`config.mk`:
```
export PLATFORM = sky130hd
export DESIGN_NAME = rr_arbiter_4
export DESIGN_NICKNAME = d
export VERILOG_FILES = /design/src/rtl/rr_arbiter_4.sv
export SDC_FILE = /design/constraint.sdc
export NUM_CORES = 1
export LEC_CHECK = 0
export BUFFER_PORTS_ARGS = -buffer_cell sky130_fd_sc_hd__buf_4
export CELL_PAD_IN_SITES_DETAIL_PLACEMENT = 0
export CELL_PAD_IN_SITES_GLOBAL_PLACEMENT = 1
export CORE_UTILIZATION = 43
export CTS_CLUSTER_SIZE = 24
export DETAILED_ROUTE_END_ITERATION = 12
export PLACE_DENSITY = 0.79
export SYNTH_ARGS = -nofsm -noshare
export SYNTH_HDL_FRONTEND = slang
export SYNTH_SLANG_ARGS = --single-unit
```
`constraint.sdc`:
```
create_clock -name clk -period 3.1 [get_ports clk]
set_clock_uncertainty 0.1 [all_clocks]
set_input_delay 0.155 -clock clk [delete_from_list [all_inputs] [get_ports clk]]
set_output_delay 0.155 -clock clk [all_outputs]
set_load 0.05 [all_outputs]
```
`src/rtl/rr_arbiter_4.sv`:
```
// Four-way round-robin arbiter with registered one-hot grant, encoded index
// and a per-grant hold limit that force-releases a grant after MAX_HOLD cycles.
module rr_arbiter_4 #(
    parameter int unsigned MAX_HOLD = 8,
    parameter int unsigned CNT_W    = 4
) (
    input  logic       clk,
    input  logic       rst_n,
    input  logic [3:0] req,
    output logic [3:0] gnt,
    output logic [1:0] gnt_id,
    output logic       gnt_valid,
    output logic       timeout
);

    typedef enum logic {
        IDLE,
        GRANT
    } state_t;

    localparam logic [CNT_W-1:0] HOLD_MAX = CNT_W'(MAX_HOLD);

    state_t           state, state_nxt;
    logic [1:0]       ptr, ptr_nxt;
    logic [CNT_W-1:0] hold_cnt, hold_nxt;
    logic [3:0]       gnt_nxt;
    logic [1:0]       id_nxt;
    logic             to_nxt;
    logic [1:0]       win;
    logic             win_found;
    logic [1:0]       idx;

    // First requester found scanning upward from ptr with 2-bit wrap.
    always_comb begin
        win       = '0;
        win_found = 1'b0;
        idx       = '0;
        for (int unsigned i = 0; i < 4; i++) begin
            idx = ptr + 2'(i);
            if (!win_found && req[idx]) begin
                win       = idx;
                win_found = 1'b1;
            end
        end
    end

    always_comb begin
        state_nxt = state;
        ptr_nxt   = ptr;
        hold_nxt  = hold_cnt;
        gnt_nxt   = gnt;
        id_nxt    = gnt_id;
        to_nxt    = 1'b0;
        case (state)
            IDLE: begin
                gnt_nxt = '0;
                if (win_found) begin
                    gnt_nxt   = 4'b0001 << win;
                    id_nxt    = win;
                    hold_nxt  = CNT_W'(1);
                    state_nxt = GRANT;
                end
            end
            GRANT: begin
                // gnt_id always names the current owner while in GRANT.
                if (req[gnt_id] && (hold_cnt < HOLD_MAX)) begin
                    hold_nxt = hold_cnt + CNT_W'(1);
                end else begin
                    gnt_nxt   = '0;
                    ptr_nxt   = gnt_id + 2'd1;
                    hold_nxt  = '0;
                    to_nxt    = req[gnt_id];
                    state_nxt = IDLE;
                end
            end
            default: begin
                gnt_nxt   = '0;
                hold_nxt  = '0;
                state_nxt = IDLE;
            end
        endcase
    end

    always_ff @(posedge clk or negedge rst_n) begin
        if (!rst_n) begin
            state    <= IDLE;
            ptr      <= '0;
            hold_cnt <= '0;
            gnt      <= '0;
            gnt_id   <= '0;
            timeout  <= 1'b0;
        end else begin
            state    <= state_nxt;
            ptr      <= ptr_nxt;
            hold_cnt <= hold_nxt;
            gnt      <= gnt_nxt;
            gnt_id   <= id_nxt;
            timeout  <= to_nxt;
        end
    end

    assign gnt_valid = |gnt;

endmodule
```
After elaboration in Yosys (flattened, before gate mapping)

Index checks and enable logic that the tools add are counted.

Input port bits: 6
Bits in registers: 14
Logic and storage cells: 61
Output and inout bits: 8

Muxes and demuxes: 29
Order comparisons: 6
Shift-type cells: 1
Bitwise operators: 2
Equal/unequal tests: 2
Reductions and logical operators: 10
Add/subtract/negate cells: 5

Operator list:

| kind                                                                  | count |
|---|---|
| 4-bit two-way mux                                                     | 4 |
| 4-bit case mux with 2 select lines                                    | 2 |
| 2-bit by 3-bit < comparator with 1-bit output (second input constant) | 5 |
| 1-bit two-way mux                                                     | 13 |
| 1-bit binary-select mux with 2-bit select                             | 5 |
| 2-bit two-way mux                                                     | 4 |
| 2-bit by 1-bit adder with 2-bit output (second input constant)        | 2 |
| 2-bit adder (second input constant)                                   | 2 |
| 4-bit by 1-bit adder with 4-bit output (second input constant)        | 1 |
| 1-bit logical AND                                                     | 4 |
| 4-bit < comparator (second input constant)                            | 1 |
| 2-bit inequality test (second input constant)                         | 2 |
| 2-bit AND reduction                                                   | 2 |
| 4-bit OR reduction                                                    | 1 |
| 1-bit by 2-bit << shifter with 4-bit output (first input constant)    | 1 |
| 1-bit zero test                                                       | 3 |
| 1-bit inverter                                                        | 2 |
| 1-bit case mux with 2 select lines                                    | 1 |

Longest topological paths before layout

Gate-level depths: netlist (run 1).

Depth after elaboration: 15
Depth in mapped cells: 5
Gate-level depth less buffers: 4

Least setup slack after synthesis (run 1)

Ideal clock, no wire load.

Path kind: register to register
From: reg gnt_id[0]
To: reg gnt[0]
Data required time: 2.879 ns
Setup slack: 1.071 ns
Clock period less this slack: 2.029 ns
Stages on the path, launching flop included: 5
Library setup time: 0.121 ns
Arrival: 1.808 ns
Path through: dfrtp_1 -> mux4_2 -> and3_4 -> buf_6 -> a22o_1

Word-level cells in the longest chain between the ends: 4

Ends and longest elaborated chain:

| element                                   | RTL line | RTL |
|---|---|---|
| start, declared                           | 11       | `output logic [1:0] gnt_id,` |
| start signal, assigned                    | 97       | `gnt_id <= id_nxt;` |
| 1-bit binary-select mux with 2-bit select | 66       | `if (req[gnt_id] && (hold_cnt < HOLD_MAX)) begin` |
| 1-bit two-way mux (not written as such)   | 66       |  |
| 1-bit logical AND                         | 66       |  |
| 2-bit inequality test (no line)           | -        |  |
| end signal, assigned                      | 96       | `gnt <= gnt_nxt;` |
| end, declared                             | 10       | `output logic [3:0] gnt,` |

No other way between the ends. The select of a mux whose other input is x is not followed.
A chain may end at the register's enable or synchronous reset.

Final worst setup path (run 1)

From: reg gnt_id[0]
To: reg gnt[2]

Same word-level chain as after synthesis.

==> impl_metrics.toml, run 1 <==
[yosys]
syn_area_sq_um = 694
ys_seq_area_frac = 0.505
yosysTopAreaCell = "dfrtp_1"
synthTopCellsByArea = "dfrtp_1, a22o_1, mux4_2"
yosys_warnings = 0
synthDistinctLibCells = 29
synth-seq-cells = 14
syn-num-nets = 71
synth.top_cell.area_share = 0.505
syn_inst = 64
syn_area_per_cell_sq_um = 10.9

[place]
port_buffers = 13
place_congestion = 0.773
post-dp-hpwl_mm = 1.02
dpl-instance-area_sq_um = 801

[worst_setup_path]
crit_required_ns = 3.17
cp.arrival_ns = 1.74
crit_chain = "mux4_2, and3_4, a22o_1"
path_class = "register to register"
crit_end = "gnt[2]"
rrSetupSlack_ns = 1.43
cp-start-kind = "register"
worstPathMaxFanout = 8
rr_worst_depth = 3
r2r_start = "gnt_id[0]"
r2r_end = "gnt[2]"
slowest_delay_ns = 0.56
slowest_stage = "mux4_2"
cp-startpoint = "gnt_id[0]"
endpoint_kind = "register"

[grt]
grt_pass1_vias = 521
grt_max_degree = 15
grt_usage = 0.177
grt_pass1_wl_mm = 2.38
antenna_found_initial = 0
gr-total-overflow = 0

[detailed_routing]
wire_per_inst_microns = 13.8
first_pass_iters = 4
vias_per_cell = 5.58
drt-initial-drc-count = 5
num_vias = 541
drc_errors = 0
routed_wl_mm = 1.34
postRouteAntennaNets = 0

[layout]
drive_above_1_share = 0.309
utilization = 0.562
layout_commonest_cell = "dfrtp_1"
syn_to_final_growth_pct = 22.0
antenna_cells = 0
final_area_sq_um = 847
final_cell_mix = "dfrtp_1, buf_4, nor2_1, inv_1"
layout.nets = 89

[clock_network]
htreeDepth = 1
cts_tree = "built"
cts_buffers = 3
postCtsResizedCells = 0
postCtsSetupRepairBufs = 0
clk-insertion-delay-late_ns = 0.27
cts_root_buf = "clkbuf_4"
cts_sinks = 14
clk_pin_slew_ns = 0.09
max-clock-path-buffers = 2

[die]
initial_core_util = 0.461
fp.dieH_microns = 42.2
io_pins = 14
core_sq_um = 1510
fp-row-count = 14
die_area_sq_um = 1780
die_w_microns = 42.2

[timing]
finalSetupViolations = 0
fmax_ghz = 0.599
maxSlewViolCount = 0
finalHoldViolCount = 0
final.setup.tns_ns = 0
min_period_over_period = 0.539
slew_headroom = 0.600
fin_crit_ns = 1.67
tightest_slew_ns = 0.585
rsz0062_at_grt = "no"

[power_and_ir_drop]
leakage_uw = 0.000408
p_per_area_nw_per_um2 = 1120
peakVddDrop_mv = 0.783

[job]
maxCapViolCount = 0

[status]
status = "finished clean"

[worst_hold_path]
hp-class = "input pin to async pin"
worst min path at each step:
stage / slack [ns] / start / endpoint
6_report: 0.16 / rst_n / timeout
5_1_grt: 0.16 / rst_n / timeout
4_1_cts: 0.16 / rst_n / timeout
3_5_place_dp: -0.09 / rst_n / ptr[1]
3_3_place_gp: -0.09 / rst_n / ptr[1]
2_1_floorplan: -0.24 / rst_n / gnt[0]
routing by layer:
metal  wire length [microns]  global-route usage  vias to the layer above
met5                       0                   0                        -
met4                       0              0.0563                        0
met3                      54              0.0388                        0
met2                     615               0.249                       14
met1                     667               0.270                      261
li1                        -                   -                      266
where the power goes:
part | internal, uW | switching [uW]
clock | 71.3 | 59.5
sequential | 249 | 71.2
combinational | 188 | 310
worst max-delay path: cells and delay by family, from the launching register on:
| family | cells | cell delay [ns] |
|---|---|---|
| mux | 1 | 0.56 |
| flops | 1 | 0.44 |
| simple gates | 1 | 0.24 |
| compound gates | 1 | 0.22 |
layout make-up:
class                      count  area [sq um]
multi-input combinational     44           314
tap                           16          20.0
clock buffer                   4          36.3
sequential                    14           350
fill                         142           659
inverter                       5          18.8
timing repair buffer          14           108
timing repair:
item | CTS | global route
hold endpoints to repair | 14 | 0
hold buffers | 1 | 0
setup endpoints to repair | 0 | 0
synth_stat cells (all sizes together):
library cell	count
buf	1
dfrtp	14
ha	1
o21ba	1
a2111oi	1
xnor2	1
a21o	1
a221oi	1
nand3	2
nand2	3
and3	2
o21ai	4
a21boi	1
nor2	6
inv	5
o22ai	1
nand3b	2
mux4	1
a22o	5
or4	2
o21a	2
nor2b	1
nand2b	1
a21oi	3
nor3	1
o21bai	1
registers in the layout, summed over array words and instances (netlist names):
register	cells
ptr	2
hold_cnt	4
gnt_id	2
timeout	1
gnt	4
state	1
per-stage QoR:
step                setup slack, ns  cells  total power, uW  hold slack (ns)
floorplan                      1.07     64              696           -0.241
global placement               1.45     92              819          -0.0885
detailed placement             1.41     92              823          -0.0869
CTS                            1.42     97              957            0.157
global route                   1.35     97             1010            0.157
finish                         1.43     97              950            0.158
logic make-up (layout without fill, tap and decap cells):
family | after synthesis | after routing | share of synthesized area
XOR/XNOR | 1 | 1 | 0.0126
buffers and inverters | 6 | 23 | 0.0432
adder cells (fa/ha/maj) | 1 | 1 | 0.0180
multiplexers | 1 | 1 | 0.0324
AND/OR/NAND/NOR | 20 | 20 | 0.164
flip-flops | 14 | 14 | 0.505
AO/OA/AOI/OAI | 21 | 21 | 0.225
Note: power is estimated with default switching activity, not from simulation.
==> run 2, diff against run 1 <==
--- a/config.mk
+++ b/config.mk
@@ -8,10 +8,10 @@
 export BUFFER_PORTS_ARGS = -buffer_cell sky130_fd_sc_hd__buf_4
 export CELL_PAD_IN_SITES_DETAIL_PLACEMENT = 0
 export CELL_PAD_IN_SITES_GLOBAL_PLACEMENT = 1
-export CORE_UTILIZATION = 43
+export CORE_UTILIZATION = 36
 export CTS_CLUSTER_SIZE = 24
 export DETAILED_ROUTE_END_ITERATION = 12
-export PLACE_DENSITY = 0.79
+export PLACE_DENSITY = 0.7
 export SYNTH_ARGS = -nofsm -noshare
 export SYNTH_HDL_FRONTEND = slang
 export SYNTH_SLANG_ARGS = --single-unit
==> constraint.sdc (replaced) <==
create_clock -name clk -period 1.52 [get_ports clk]
set_clock_uncertainty 0.1 [all_clocks]
set_input_delay 0.076 -clock clk [delete_from_list [all_inputs] [get_ports clk]]
set_output_delay 0.076 -clock clk [all_outputs]
set_load 0.05 [all_outputs]
==> run 2 against run 1 <==
Routed wire length is 2.1% higher; critical path type is now register to output pin; the run now ends with negative setup slack left; largest cell class unchanged; cell count up 16%; sequential share of layout area is 3.2 points lower.
==> impl_metrics.toml, run 2 (same netlist as run 1, synthesis figures left out) <==
[power_and_ir_drop]
peakVddDrop_mv = 1.38
p_switching_uw = 910
leakage_uw = 0.000442
comb_power_share = 0.571
clkPwrFrac = 0.127
seqPwrFrac = 0.302
intPower_uw = 1180
p_per_area_nw_per_um2 = 2270
swShare = 0.436

[timing]
fin_crit_ns = 1.54
maxSlewViolCount = 0
fmax_ghz = 0.650
slew_headroom = 0.782
setup_ws_ns = -0.0178
min_period_over_period = 1.01
rsz0062_at_grt = "yes"
final.setup.tns_ns = -0.0297
finalHoldViolCount = 0
finalSetupViolations = 4
hold_ws_ns = 0.0741
tightest_slew_ns = 0.326

[die]
io_pins = 14
die_w_microns = 45.9
die_area_sq_um = 2110
fp-row-count = 15
core_sq_um = 1760
fp.dieH_microns = 45.9
initial_core_util = 0.394

[layout]
fill_cells = 179
layout_commonest_cell = "buf_4"
layout.nets = 96
instances_no_fill = 113
final_cell_mix = "buf_4, dfrtp_1, nor2_1, inv_1, a22o_1"
seq_area_sq_um = 352
syn_to_final_growth_pct = 32.6
antenna_cells = 0
top_regs = "gnt x4, hold_cnt x4"
multiInputGateArea_sq_um = 319
drive_above_1_share = 0.386
utilization = 0.522

[worst_setup_path]
endpoint_kind = "output pin"
r2r_start = "gnt_id[0]"
rr_worst_depth = 3
cp.arrival_ns = 1.36
r2r_end = "gnt[1]"
cp-start-kind = "register"
slowest_delay_ns = 0.53
crit_chain = "or4_4, buf_6"
worstPathMaxFanout = 2
path_class = "register to output pin"
critPathBufInv = 1
crit_family = "simple AND/OR/NAND/NOR gates"
crit_required_ns = 1.34
slowest_stage = "or4_4"
rrSetupSlack_ns = -0.01

[detailed_routing]
wire_per_inst_microns = 12.1
first_pass_iters = 4
vias_per_cell = 5.05
num_vias = 571
drc_errors = 0
drt-initial-drc-count = 11
postRouteAntennaNets = 0
routed_wl_mm = 1.37

[clock_network]
cts_tree = "built"
clk_pin_slew_ns = 0.09
cts_sinks = 14
clk-insertion-delay-late_ns = 0.28
htreeDepth = 1
cts_buffers = 3
max-clock-path-buffers = 2
cts_root_buf = "clkbuf_4"

[grt]
grt_max_degree = 15
gr-total-overflow = 0
grt_usage = 0.173
grt_pass1_wl_mm = 2.43
grt_pass1_vias = 533
antenna_found_initial = 0

[worst_hold_path]
hp-class = "input pin to async pin"

[place]
post-dp-hpwl_mm = 1.06
dpl_worst_slack_ns = -0.0366
port_buffers = 13
place_congestion = 0.777
place_inst = 106

[status]
violations = "negative setup slack"
status = "finished with violations"

[job]
maxCapViolCount = 0
run 2: area by class of cell:
type	instances	area share
clock buffers	4	0.0394
inverters	5	0.0204
multi-input cells	44	0.346
flip-flops and latches	14	0.382
well taps	25	0.0340
repair buffers	21	0.178
run 2: worst max path at each step:
stage,start,to,slack [ns],cells past startpoint
after floorplan,gnt_id[0],gnt[0],-0.32,4
after global placement,gnt_id[0],gnt[2],-0.007,3
after detailed placement,gnt_id[0],gnt[1],-0.04,3
after CTS,gnt[1],gnt_valid,-0.03,2
after global routing,gnt_id[0],gnt[2],-0.09,3
final,gnt[1],gnt_valid,-0.02,2
run 2: routing by layer:
metal | vias to the layer above | routed length (microns) | track usage
met5 | - | 0 | 0
met4 | 0 | 29 | 0.0882
met1 | 262 | 625 | 0.212
met3 | 4 | 79 | 0.0714
met2 | 21 | 629 | 0.256
li1 | 284 | - | -
run 2: worst reg2reg max path, stage by stage (launching register included):
cell and delay (ns):
dfrtp_2 0.37, mux4_2 0.53, and3_4 0.22, a22o_1 0.21
run 2: power groups by stage:
stage / Sequential, uW / Clock, uW / Combinational (uW)
6_report: 630 / 265 / 1190
5_1_grt: 655 / 295 / 1290
4_1_cts: 630 / 277 / 1200
3_5_place_dp: 646 / 0 / 1130
3_3_place_gp: 643 / 0 / 1120
2_1_floorplan: 875 / 0 / 575
run 2: timing repair:
item | in CTS | in global routing
hold buffers | 1 | 0
hold endpoints to repair | 14 | 0
pin swaps | 5 | 0
setup endpoints to repair | 8 | 12
cloned | 0 | 0
resized for setup | 2 | 1
setup buffers | 2 | 0
run 2: per-stage QoR:
step                power (uW)  area (sq um)
floorplan                 1450           699
global placement          1770           855
detailed placement        1770           855
CTS                       2110           920
global route              2230           921
finish                    2090           921
